<file path="config.mk">
export PLATFORM = sky130hd
export DESIGN_NAME = program_counter_flat
export DESIGN_NICKNAME = d
export VERILOG_FILES = /design/src/rtl/program_counter_if.sv /design/src/rtl/program_counter.sv /design/src/flat_wrapper.sv
export SDC_FILE = /design/constraint.sdc
export NUM_CORES = 1
export LEC_CHECK = 0
export ABC_CLOCK_PERIOD_IN_PS = 8000
export BUFFER_PORTS_ARGS = -buffer_cell sky130_fd_sc_hd__buf_2
export CORE_ASPECT_RATIO = 0.9
export CORE_MARGIN = 2
export CORE_UTILIZATION = 41
export CTS_CLUSTER_DIAMETER = 100
export CTS_CLUSTER_SIZE = 24
export DETAILED_ROUTE_END_ITERATION = 7
export PLACE_DENSITY = 0.73
export SETUP_SLACK_MARGIN = 0.3
export SYNTH_ARGS = -nofsm -noshare
export SYNTH_HDL_FRONTEND = slang
export SYNTH_SLANG_ARGS = --single-unit
</file>
<file path="constraint.sdc">
create_clock -name clk -period 8 [get_ports clk]
set_input_delay 1.6 -clock clk [delete_from_list [all_inputs] [get_ports clk]]
set_output_delay 1.6 -clock clk [all_outputs]
set_load 0.05 [all_outputs]
</file>
<file path="src/rtl/program_counter_if.sv">
// rtl/program_counter_if.sv - fetch-address bus between the core control logic and the program counter
interface program_counter_if;
    logic        stall;
    logic        branch_taken;
    logic [11:0] branch_offset;
    logic        jal_en;
    logic [20:1] jal_offset;
    logic        jalr_en;
    logic [31:0] jalr_target;
    logic [31:0] inst_add;
    logic        inst_valid;
    logic [31:0] pc_plus4;
    logic        fault;

    modport master (
        output stall, branch_taken, branch_offset, jal_en, jal_offset, jalr_en, jalr_target,
        input  inst_add, inst_valid, pc_plus4, fault
    );

    modport slave (
        input  stall, branch_taken, branch_offset, jal_en, jal_offset, jalr_en, jalr_target,
        output inst_add, inst_valid, pc_plus4, fault
    );
endinterface

</file>
<file path="src/rtl/program_counter.sv">
// rtl/program_counter.sv - fetch address generator with sequential wrap, redirects and sticky fault
// Optional macro PC_BOUND_CHECK_EN also rejects redirect targets outside [RESET_PC, PC_MAX].
module program_counter #(
    parameter int RESET_PC = 40,
    parameter int PC_MAX   = 144
) (
    input  logic              clk,
    input  logic              reset,
    program_counter_if.slave  bus
);
    localparam logic [1:0] IDLE   = 2'd0;
    localparam logic [1:0] RUN    = 2'd1;
    localparam logic [1:0] BUBBLE = 2'd2;
    localparam logic [1:0] FAULT  = 2'd3;

    localparam logic [31:0] RESET_PC_W = 32'(RESET_PC);
    localparam logic [31:0] PC_MAX_W   = 32'(PC_MAX);

    logic [1:0]  r_state;
    logic [31:0] r_inst_add;
    logic        r_inst_valid;
    logic        r_fault;

    logic [31:0] w_branch_tgt;
    logic [31:0] w_jal_tgt;
    logic [31:0] w_jalr_tgt;
    logic [31:0] w_target;
    logic        w_redirect;
    logic        w_illegal;
    logic [31:0] w_seq_next;

    assign w_branch_tgt = r_inst_add + {{20{bus.branch_offset[11]}}, bus.branch_offset};
    assign w_jal_tgt    = r_inst_add + {{11{bus.jal_offset[20]}}, bus.jal_offset, 1'b0};
    assign w_jalr_tgt   = bus.jalr_target & ~32'd1;
    assign w_seq_next   = (r_inst_add == PC_MAX_W) ? RESET_PC_W : r_inst_add + 32'd4;

    always_comb begin
        w_redirect = 1'b0;
        w_target   = w_branch_tgt;
        if (bus.jalr_en) begin
            w_redirect = 1'b1;
            w_target   = w_jalr_tgt;
        end else if (bus.jal_en) begin
            w_redirect = 1'b1;
            w_target   = w_jal_tgt;
        end else if (bus.branch_taken) begin
            w_redirect = 1'b1;
            w_target   = w_branch_tgt;
        end
    end

`ifdef PC_BOUND_CHECK_EN
    assign w_illegal = (w_target[1:0] != 2'b00) || (w_target < RESET_PC_W) || (w_target > PC_MAX_W);
`else
    assign w_illegal = (w_target[1:0] != 2'b00);
`endif

    always_ff @(posedge clk or negedge reset) begin
        if (!reset) begin
            r_state      <= IDLE;
            r_inst_add   <= RESET_PC_W;
            r_inst_valid <= 1'b0;
            r_fault      <= 1'b0;
        end else begin
            case (r_state)
                IDLE: begin
                    r_state      <= RUN;
                    r_inst_valid <= 1'b1;
                end
                RUN: begin
                    if (w_redirect) begin
                        r_inst_valid <= 1'b0;
                        // Illegal targets leave the address at the instruction that redirected.
                        if (w_illegal) begin
                            r_state <= FAULT;
                            r_fault <= 1'b1;
                        end else begin
                            r_state    <= BUBBLE;
                            r_inst_add <= w_target;
                        end
                    end else if (!bus.stall) begin
                        r_inst_add <= w_seq_next;
                    end
                end
                BUBBLE: begin
                    r_state      <= RUN;
                    r_inst_valid <= 1'b1;
                end
                default: begin
                    r_state <= FAULT;
                end
            endcase
        end
    end

    assign bus.inst_add   = r_inst_add;
    assign bus.inst_valid = r_inst_valid;
    assign bus.pc_plus4   = r_inst_add + 32'd4;
    assign bus.fault      = r_fault;
endmodule
</file>
<file path="src/flat_wrapper.sv">
// flat-port wrapper written by rule: the top's interface ports become plain ports
module program_counter_flat 
#(
    parameter int RESET_PC = 40,
    parameter int PC_MAX   = 144
)
  (clk, reset, bus_stall, bus_branch_taken, bus_branch_offset, bus_jal_en, bus_jal_offset, bus_jalr_en, bus_jalr_target, bus_inst_add, bus_inst_valid, bus_pc_plus4, bus_fault);
  program_counter_if bus_i ();
  input  logic clk;
  input  logic reset;
  input wire logic [$bits(bus_i.stall)-1:0] bus_stall;
  input wire logic [$bits(bus_i.branch_taken)-1:0] bus_branch_taken;
  input wire logic [$bits(bus_i.branch_offset)-1:0] bus_branch_offset;
  input wire logic [$bits(bus_i.jal_en)-1:0] bus_jal_en;
  input wire logic [$bits(bus_i.jal_offset)-1:0] bus_jal_offset;
  input wire logic [$bits(bus_i.jalr_en)-1:0] bus_jalr_en;
  input wire logic [$bits(bus_i.jalr_target)-1:0] bus_jalr_target;
  output wire logic [$bits(bus_i.inst_add)-1:0] bus_inst_add;
  output wire logic [$bits(bus_i.inst_valid)-1:0] bus_inst_valid;
  output wire logic [$bits(bus_i.pc_plus4)-1:0] bus_pc_plus4;
  output wire logic [$bits(bus_i.fault)-1:0] bus_fault;
  assign bus_i.stall = bus_stall;
  assign bus_i.branch_taken = bus_branch_taken;
  assign bus_i.branch_offset = bus_branch_offset;
  assign bus_i.jal_en = bus_jal_en;
  assign bus_i.jal_offset = bus_jal_offset;
  assign bus_i.jalr_en = bus_jalr_en;
  assign bus_i.jalr_target = bus_jalr_target;
  assign bus_inst_add = bus_i.inst_add;
  assign bus_inst_valid = bus_i.inst_valid;
  assign bus_pc_plus4 = bus_i.pc_plus4;
  assign bus_fault = bus_i.fault;
  program_counter #(.RESET_PC(RESET_PC), .PC_MAX(PC_MAX)) u_core (.clk(clk), .reset(reset), .bus(bus_i));
endmodule
</file>
# After elaboration in Yosys (flattened, before gate mapping)
# Cells that the tools add are included.
[totals]
regBits = 36
output_inout_bits = 66
[classes]
n_reduce_logical = 7
add_sub_neg = 3
eq_ne = 6
n_mux = 14
[op_table]
columns = ["op", "n"]
rows = [
  ["2-to-1 mux 32 bit", 6],
  ["adder 32 bit", 2],
  ["adder 32 x 3 -> 32 bit, second input constant", 1],
  ["equality test 32 x 8 -> 1 bit, second input constant", 1],
  ["AND reduction 3 bit", 2],
  ["2-to-1 mux 1 bit", 5],
  ["inequality test 2 x 1 -> 1 bit, second input constant", 2],
  ["case mux 2 bit (2 select lines)", 1],
  ["nonzero test 2 bit", 2],
  ["equality test 2 x 1 -> 1 bit, second input constant", 1],
  ["equality test 2 bit, second input constant", 1],
  ["logical NOT 2 bit", 1],
  ["2-to-1 mux 2 bit", 1],
  ["inequality test 2 bit, second input constant", 1],
  ["case mux 1 bit (2 select lines)", 1],
  ["AND reduction 2 bit", 1],
  ["OR reduction 2 bit", 1],
]

# Longest topological paths before layout
# Gate-level depths: netlist of run 1.
[depth]
ltp_word = 7
depth_mapped = 12

# Worst setup path before layout of run 1
# No wires, ideal clock.
[synth_timing]
path_kind = "register to output"
startpoint = "register u_core.r_inst_add[9], in the netlist u_core.bus.inst_add[9]"
endpoint = "output bus_pc_plus4[26]"
path_stages_with_launch = 8
path_buffers = 1
slack_ps = 3527
arrival_ps = 2873
cell_sequence = "dfrtp_1 -> buf_2 -> and4_1 -> nand4_1 -> nor3_2 -> nand3_1 -> nor2_1 -> xor2_1"
[synth_between]
elab_chain_cells = 1
[synth_rtl]
columns = ["item", "line", "text"]
rows = [
  ["from (decl)", "program_counter.sv:20", "logic [31:0] r_inst_add;"],
  ["from (signal assigned)", "program_counter.sv:79", "r_inst_add <= w_target;"],
  ["from (signal assigned)", "program_counter.sv:82", "r_inst_add <= w_seq_next;"],
  ["adder 32 x 3 -> 32 bit", "program_counter.sv:98", "assign bus.pc_plus4 = r_inst_add + 32'd4;"],
  ["to (decl)", "flat_wrapper.sv:20", "output wire logic [$bits(bus_i.pc_plus4)-1:0] bus_pc_plus4;"],
]
# Every way passes these cells.

# Worst setup path in the final report of run 1
[layout_timing]
startpoint = "register u_core.r_inst_add[3], in the netlist u_core.bus.inst_add[3]"
endpoint = "output bus_pc_plus4[26]"
# Same word-level chain as after synthesis.

==> results of run 1 <==
[worst max-delay path by stage]
stage	slack (ns)	depth (start not counted)	to
finish	3.01	7	bus_pc_plus4[26]
global placement	3.32	11	u_core.bus.inst_add[30]
detailed placement	3.29	11	u_core.bus.inst_add[30]
CTS	3.10	7	bus_pc_plus4[26]
floorplan	3.53	7	bus_pc_plus4[26]
global route	2.90	7	bus_pc_plus4[26]
[cell families after synthesis]
logic type      share of synthesized area
compound gates                      0.324
simple gates                        0.230
xor+xnor                            0.109
fa+ha+maj                           0.139
buf+inv                            0.0382
flops                               0.152
mux                               0.00840
[critical path, cell delays in order, from the launching register on]
cell and delay [ns]:
dfstp_2 0.60, ha_1 0.25, nand3_1 0.31, nor3_2 0.85
nand3_1 0.38, nor2_1 0.21, xor2_1 0.21, buf_2 0.30
[layout make-up]
class,instances,area [um^2],area share
multi-input cells,716,4830,0.697
clock inverters,2,35.0,0.00505
inverters,21,78.8,0.0114
clock buffers,6,129,0.0186
repair buffers,140,716,0.103
flip-flops and latches,36,903,0.130
well taps,193,241,0.0348
[state kept, by name, indices dropped and copies added (netlist names)]
register,count
u_core.bus.inst_add,32
u_core.r_state,2
u_core.bus.fault,1
u_core.bus.inst_valid,1
[cell usage in the layout (no fill, tap or decap), types with 9 or more instances in the layout]
master / count
xor2_1: 27
nor3_1: 16
nor2_1: 60
xnor2_1: 47
a31oi_1: 18
a221oi_1: 13
a21oi_1: 65
nand2_1: 93
and3_1: 14
nor4_1: 9
buf_2: 134
a211oi_1: 12
nand4_1: 15
dfrtp_1: 34
nand3_1: 30
a21o_1: 28
o21ai_0: 63
ha_1: 63
inv_1: 20
[per-layer routing]
layer	up-vias	track usage
met5	-	0
li1	3295	-
met1	3193	0.404
met4	0	0.0725
met3	43	0.0552
met2	363	0.409
[through the flow]
stage | power (mW) | area (um^2)
after floorplan | 1.53 | 5960
after global placement | 1.89 | 6770
after detailed placement | 1.90 | 6770
after CTS | 2.14 | 6930
after global routing | 2.31 | 6930
final | 2.17 | 6930
[power by group through the flow]
stage / clock network [mW] / logic (mW) / registers [mW]
2_1_floorplan: 0 / 1.06 / 0.470
3_3_place_gp: 0 / 1.52 / 0.365
3_5_place_dp: 0 / 1.53 / 0.365
4_1_cts: 0.236 / 1.54 / 0.362
5_1_grt: 0.244 / 1.69 / 0.375
6_report: 0.236 / 1.56 / 0.366
==> flow_summary.toml, run 1 <==
[global_routing]
grt_pass1_vias = 6229
grt_pass1_wl_mm = 33.8
antenna_found_initial = 0
grt_start_max_net_pins = 37
track_usage = 0.276
grt-ovfl-total = 0

[route]
wl_met3_mm = 2.17
num_vias = 6894
drtAntennaViolNets = 0
initialDrtViolationCount = 695
wirelength_met1_mm = 9.96
routed_wirelength_mm = 21.9
drc = 0
wl_per_cell_um = 19.7
highest_layer = "met4"
first_pass_iters = 5
met2_length_mm = 9.29
vias_per_cell = 6.19

[timing]
hold_violations = 0
max_slew_margin = 0.335
fin_tns_setup_ns = 0
finalSetupViolCount = 0
min_period_over_period = 0.624
skew_ns = 0.00425
whs_ns = 0.479
fin_ws_ns = 3.01
rsz0062_at_grt = "no"
fin_crit_ns = 4.99
fmax_ghz = 0.200
slew_viol_final = 0
tightest_slew_ns = 0.992

[critical_path]
path_max_fanout = 9
cp-startpoint = "u_core.bus.inst_add[3]"
ff2ff_path_depth = 10
worstSetupPathType = "register to output pin"
reg2reg_to = "u_core.bus.inst_add[30]"
crit_required_ns = 6.40
ff2ff_setup_slack_ns = 4.41
startpoint_type = "register"
worst_r2r_startpoint = "u_core.bus.inst_add[6]"
worstPathArrival_ns = 3.39
cp-end-kind = "output pin"

[clock_network]
clkSlewWorstSetupHoldPaths_ns = 0.06
htree_levels = 2
clock-sinks = 36
clk-insertion-delay-late_ns = 0.29
cts_made_buffers = 5
cts_tree = "done"
cts.path.max_buffers = 2
postCtsResizedCells = 0
cts_setup_buffers = 0
cts_root_buf = "clkbuf_16"
ctsHoldBuffers = 0

[job]
drv_cap = 0

[power_and_ir_drop]
power_frac_comb = 0.722
vdd_ir_drop_max_mv = 0.146
leakage_nw = 3.18
power_frac_seq = 0.169
p_switching_mw = 1.26
p_clk_frac = 0.109
swShare = 0.580
p_int_mw = 0.910
pwr_density_cell_nw_per_um2 = 313

[yosys]
syn_inst = 810
synth.top_cells.by_area = "dfrtp_1, ha_1, xnor2_1, nand2_1, a21oi_1"
yosys.area.top_type_share = 0.143
ys_warn_count = 0
synth_ff_type = "dfrtp_1"
synth_largest_area_cell = "dfrtp_1"
syn_area_um2 = 5960
synth.top_cells.by_count = "nand2_1, a21oi_1, ha_1, o21ai_0, nor2_1"
synth_nets = 945
yosys.cell_count.top_type = "nand2_1"
synth_edf_count = 0
synth_seq_area_share = 0.152
ys_types = 74
ys_async_sr_fraction = 1.00
synth.avg_cell_area_um2 = 7.36
ys_seq_elements = 36

[placement]
place_ws_ns = 3.29
post-place-cells = 1106
globalplace.congestion = 0.947
place_hpwl_mm = 16.6
io_buffers = 134

[floorplanning]
initial_core_util = 0.422
ios = 136
die_h_um = 118
dieArea_um2 = 15500
fp.dieW_um = 131
core-area_um2 = 14100
rows = 41

[cells_and_area]
antenna_cells = 0
final_cells = 1114
syn_to_final_growth_pct = 16.3
fin_nets = 1055
drive_gt1_frac = 0.176
final_core_util = 0.491
fillers = 1431

[hold_path]
min_path_type = "register to register"
hold_path_depth = 1
min-delay-start = "u_core.bus.fault"
whs_endpoint = "u_core.bus.fault"

[status]
status = "finished, final reports clean"
Power figures use the tool's default switching activity.
==> run 2: changes to the inputs <==
ABC_CLOCK_PERIOD_IN_PS = 4700   (was 8000)
clock period = 4.7 ns   (was 8 ns; I/O delays follow)
==> run 2 against run 1 <==
Via count grew 2.0%; critical path depth up 1; final cell count grew 0.90%; largest power group unchanged; highest routed layer unchanged.
==> flow_summary.toml, run 2 (synthesis gave the netlist of run 1 again) <==
[clock_network]
cts_setup_buffers = 0
htree_levels = 2
ctsHoldBuffers = 0
clkSlewWorstSetupHoldPaths_ns = 0.06
clk-insertion-delay-late_ns = 0.29
cts_root_buf = "clkbuf_16"
cts.path.max_buffers = 2
clock-sinks = 36
postCtsResizedCells = 0
cts_tree = "done"
cts_made_buffers = 5

[power_and_ir_drop]
leakage_nw = 3.23
power_mw = 3.70
pwr_density_cell_nw_per_um2 = 528
vdd_ir_drop_max_mv = 0.281

[floorplanning]
core-area_um2 = 14100
dieArea_um2 = 15500
die_h_um = 118
ios = 136
fp.dieW_um = 131
rows = 41
initial_core_util = 0.422

[placement]
place_ws_ns = 0.769
place_hpwl_mm = 17.2
post-place-cells = 1116
dpl_cell_area_um2 = 6840
globalplace.congestion = 1.02
io_buffers = 134

[global_routing]
grt_pass1_wl_mm = 34.7
grt_pass1_vias = 6372
grt_start_max_net_pins = 37
antenna_found_initial = 0
grt-ovfl-total = 0
track_usage = 0.283

[critical_path]
worstSetupPathType = "register to output pin"
startpoint_type = "register"
worstPathArrival_ns = 3.10
crit_required_ns = 3.76
cp-end-kind = "output pin"
path_max_fanout = 8

[cells_and_area]
multiInputGateArea_um2 = 4830
syn_to_final_growth_pct = 17.6
fillers = 1384
stdcell_area_um2 = 7010
final_core_util = 0.497
fin_nets = 1065
largest_reg_flops = 32
most-common-layout-cells = "buf_2, nand2_1, a21oi_1"
regArea_um2 = 903
final_common_cell = "buf_2"
final_cells = 1124
antenna_cells = 0
drive_gt1_frac = 0.185

[job]
drv_cap = 0

[timing]
max_slew_margin = 0.378
fin_crit_ns = 4.04
fin_ws_ns = 0.660
hold_violations = 0
rsz0062_at_grt = "no"
fin_tns_setup_ns = 0
skew_ns = 0.00741
slew_viol_final = 0
tightest_slew_ns = 0.934
finalSetupViolCount = 0
min_period_over_period = 0.860
fmax_ghz = 0.248
whs_ns = 0.468

[route]
drc = 0
wl_per_cell_um = 20.0
first_pass_iters = 6
routed_wirelength_mm = 22.5
num_vias = 7033
drtAntennaViolNets = 0
vias_per_cell = 6.26
initialDrtViolationCount = 700

[status]
status = "finished, final reports clean"

[hold_path]
min_path_type = "register to register"
-- run 2: changes by cell type in the layout (fill, tap and decap cells not counted) --
cell,before,now
buf_4,6,16
-- run 2: worst paths after layout --
kind / start / endpoint / slack [ns] / depth (start not counted)
worst max register to register: u_core.bus.inst_add[9] / u_core.bus.inst_add[30] / 1.16 / 10
max in group asynchronous: reset / u_core.bus.inst_add[21] / 3.33 / 1
worst max-delay path: u_core.bus.inst_add[5] / bus_pc_plus4[31] / 0.66 / 8
worst min register to register: u_core.bus.fault / u_core.bus.fault / 0.47 / 1
worst min-delay path: u_core.bus.fault / u_core.bus.fault / 0.47 / 1
min in group asynchronous: reset / u_core.bus.inst_valid / 0.79 / 1
-- run 2: power by group --
group | switching [mW] | internal [mW] | leakage [nW]
Sequential | 0.223 | 0.390 | 0.434
Combinational | 1.77 | 0.918 | 2.71
Clock | 0.152 | 0.250 | 0.0808
-- run 2: layer usage --
metal  track usage  vias to the layer above  wire length, um
met2         0.411                      367             9420
met5             0                        -                0
met3        0.0412                       52             2190
li1              -                     3316                -
met1         0.424                     3298            10200
met4        0.0911                        0              675
-- run 2: area by class of cell --
| cell class | instances | share of cell area |
|---|---|---|
| tap | 193 | 0.0345 |
| clock inverter | 2 | 0.00500 |
| sequential | 36 | 0.129 |
| clock buffer | 6 | 0.0184 |
| inverter | 21 | 0.0113 |
| timing repair buffer | 150 | 0.113 |
| multi-input combinational | 716 | 0.689 |
-- run 2: critical path: stages (launching register included) --
cell     delay (ns)
dfstp_2        0.64
and4_1         0.30
nand4_1        0.20
nor2_1         0.44
and2_1         0.37
nand2_1        0.23
nor2_1         0.19
xor2_1         0.16
buf_2          0.28
==> run 3: changes to the inputs <==
==> constraint.sdc (replaced) <==
create_clock -name clk -period 4.7 [get_ports clk]
set_input_delay 0.235 -clock clk [delete_from_list [all_inputs] [get_ports clk]]
set_output_delay 0.235 -clock clk [all_outputs]
set_load 0.05 [all_outputs]
==> run 3 against run 2 <==
Via count hardly changed; global-route usage down 0.32 points; combinational power about the same; clock power increased by 1%; sequential cell count is the same; clock-buffer cell count decreased by 1; non-clock buffer count down 5; hold slack got worse by 0.38 ns; highest routed layer unchanged; wire length is 2.1% lower; critical path type is now register to register; register-to-register slack improved by 0.04 ns; largest power group unchanged.
==> flow_summary.toml, run 3 (synthesis gave the netlist of run 1 again) <==
[status]
status = "finished, final reports clean"

[placement]
io_buffers = 134
place_hpwl_mm = 16.9
globalplace.congestion = 0.948
dpl_cell_area_um2 = 6810
place_ws_ns = 1.29
post-place-cells = 1111

[critical_path]
path_cells = "ha_1 > and3_1 > a221oi_1 > o22ai_1 > a41oi_2 > o31ai_2 > a21oi_1 > mux2i_1 > o41ai_1 > and3_1"
cp-startpoint = "u_core.bus.inst_add[9]"
cp-end-kind = "register"
cp_common_cell = "and3_1"
path_depth = 10
startpoint_type = "register"
ff2ff_path_depth = 10
ff2ff_setup_slack_ns = 1.20
slowest_delay_ns = 0.66
reg2reg_to = "u_core.bus.inst_add[30]"
critPathCapture = "u_core.bus.inst_add[30]"
crit_required_ns = 4.93
cpMaxStageDelayCell = "o31ai_2"
path_max_fanout = 11
worst_r2r_startpoint = "u_core.bus.inst_add[9]"
cpLargestDelayFamily = "compound AO/OA/AOI/OAI gates"
crit_buf_inv = 0
worstPathArrival_ns = 3.73
worstSetupPathType = "register to register"

[timing]
tightest_slew_ns = 0.939
fin_crit_ns = 3.50
slew_viol_final = 0
min_period_over_period = 0.745
finalSetupViolCount = 0
hold_violations = 0
rsz0062_at_grt = "no"
skew_ns = 0.00725
fin_ws_ns = 1.20
max_slew_margin = 0.374
fmax_ghz = 0.286
fin_tns_setup_ns = 0

[floorplanning]
die_h_um = 118
rows = 41
dieArea_um2 = 15500
initial_core_util = 0.422
core-area_um2 = 14100
ios = 136
fp.dieW_um = 131

[route]
vias_per_cell = 6.28
wirelength_met1_mm = 10.0
routed_wirelength_mm = 22.0
drc = 0
highest_layer = "met4"
met2_length_mm = 9.31
initialDrtViolationCount = 688
wl_per_cell_um = 19.7
drtAntennaViolNets = 0
num_vias = 7029
first_pass_iters = 5
wl_met3_mm = 2.16

[cells_and_area]
largest_reg_flops = 32
most-common-layout-cells = "buf_2, nand2_1, a21oi_1"
final_cells = 1119
final_common_cell = "buf_2"
stdcell_area_um2 = 6970
drive_gt1_frac = 0.181
syn_to_final_growth_pct = 17.0
fin_nets = 1060
antenna_cells = 0

[job]
drv_cap = 0

[global_routing]
grt_pass1_vias = 6254
grt_pass1_wl_mm = 34.3
antenna_found_initial = 0
track_usage = 0.280
grt_start_max_net_pins = 37
grt-ovfl-total = 0

[clock_network]
clock-sinks = 36
ctsHoldBuffers = 0
clkSlewWorstSetupHoldPaths_ns = 0.07
cts_root_buf = "clkbuf_16"
postCtsResizedCells = 0
cts.path.max_buffers = 2
cts_made_buffers = 5
cts_setup_buffers = 0
cts_tree = "done"
clk-insertion-delay-late_ns = 0.30
htree_levels = 2

[power_and_ir_drop]
leakage_nw = 3.20
pwr_density_cell_nw_per_um2 = 529
vdd_ir_drop_max_mv = 0.235
power_mw = 3.69

[hold_path]
min_path_type = "primary input to asynchronous set/reset pin"
==> run 3: cell count changes in the layout (fill, tap and decap cells not counted), sizes merged <==
cell and delta:
buf -5, clkbuf -1, clkinvlp +1
==> run 3: report_power, final <==
part | internal (mW) | total [mW] | switching, mW
Clock | 0.250 | 0.407 | 0.157
Combinational | 0.912 | 2.67 | 1.75
Sequential | 0.390 | 0.614 | 0.224
Total | 1.55 | 3.69 | 2.13
==> run 3: cell type report <==
cell class / count / area (um^2)
Inverter: 21 / 78.8
Timing Repair Buffer: 145 / 753
Clock inverter: 3 / 42.5
Fill cell: 1410 / 7130
Tap cell: 193 / 241
Multi-Input combinational cell: 716 / 4830
Sequential cell: 36 / 903
Clock buffer: 5 / 125
==> run 3: worst min path at each step <==
stage                     cells past startpoint                endpoint
after global placement                        1  u_core.bus.inst_add[2]
after floorplan                               0        u_core.bus.fault
after global routing                          1       u_core.r_state[1]
after detailed placement                      1  u_core.bus.inst_add[2]
final                                         1       u_core.r_state[1]
after CTS                                     1  u_core.bus.inst_add[2]
==> run 3: metal layers <==
layer	global-route usage	vias up
li1	-	3301
met1	0.421	3317
met2	0.405	363
met3	0.0521	48
met4	0.0725	0
met5	0	-
==> run 3: stage by stage <==
stage | utilization | hold slack, ns
final | 0.494 | 0.0884
after global routing | 0.494 | 0.150
after CTS | 0.494 | 0.113
after detailed placement | 0.482 | 0.421
after global placement | 0.482 | 0.426
after floorplan | - | -0.0606
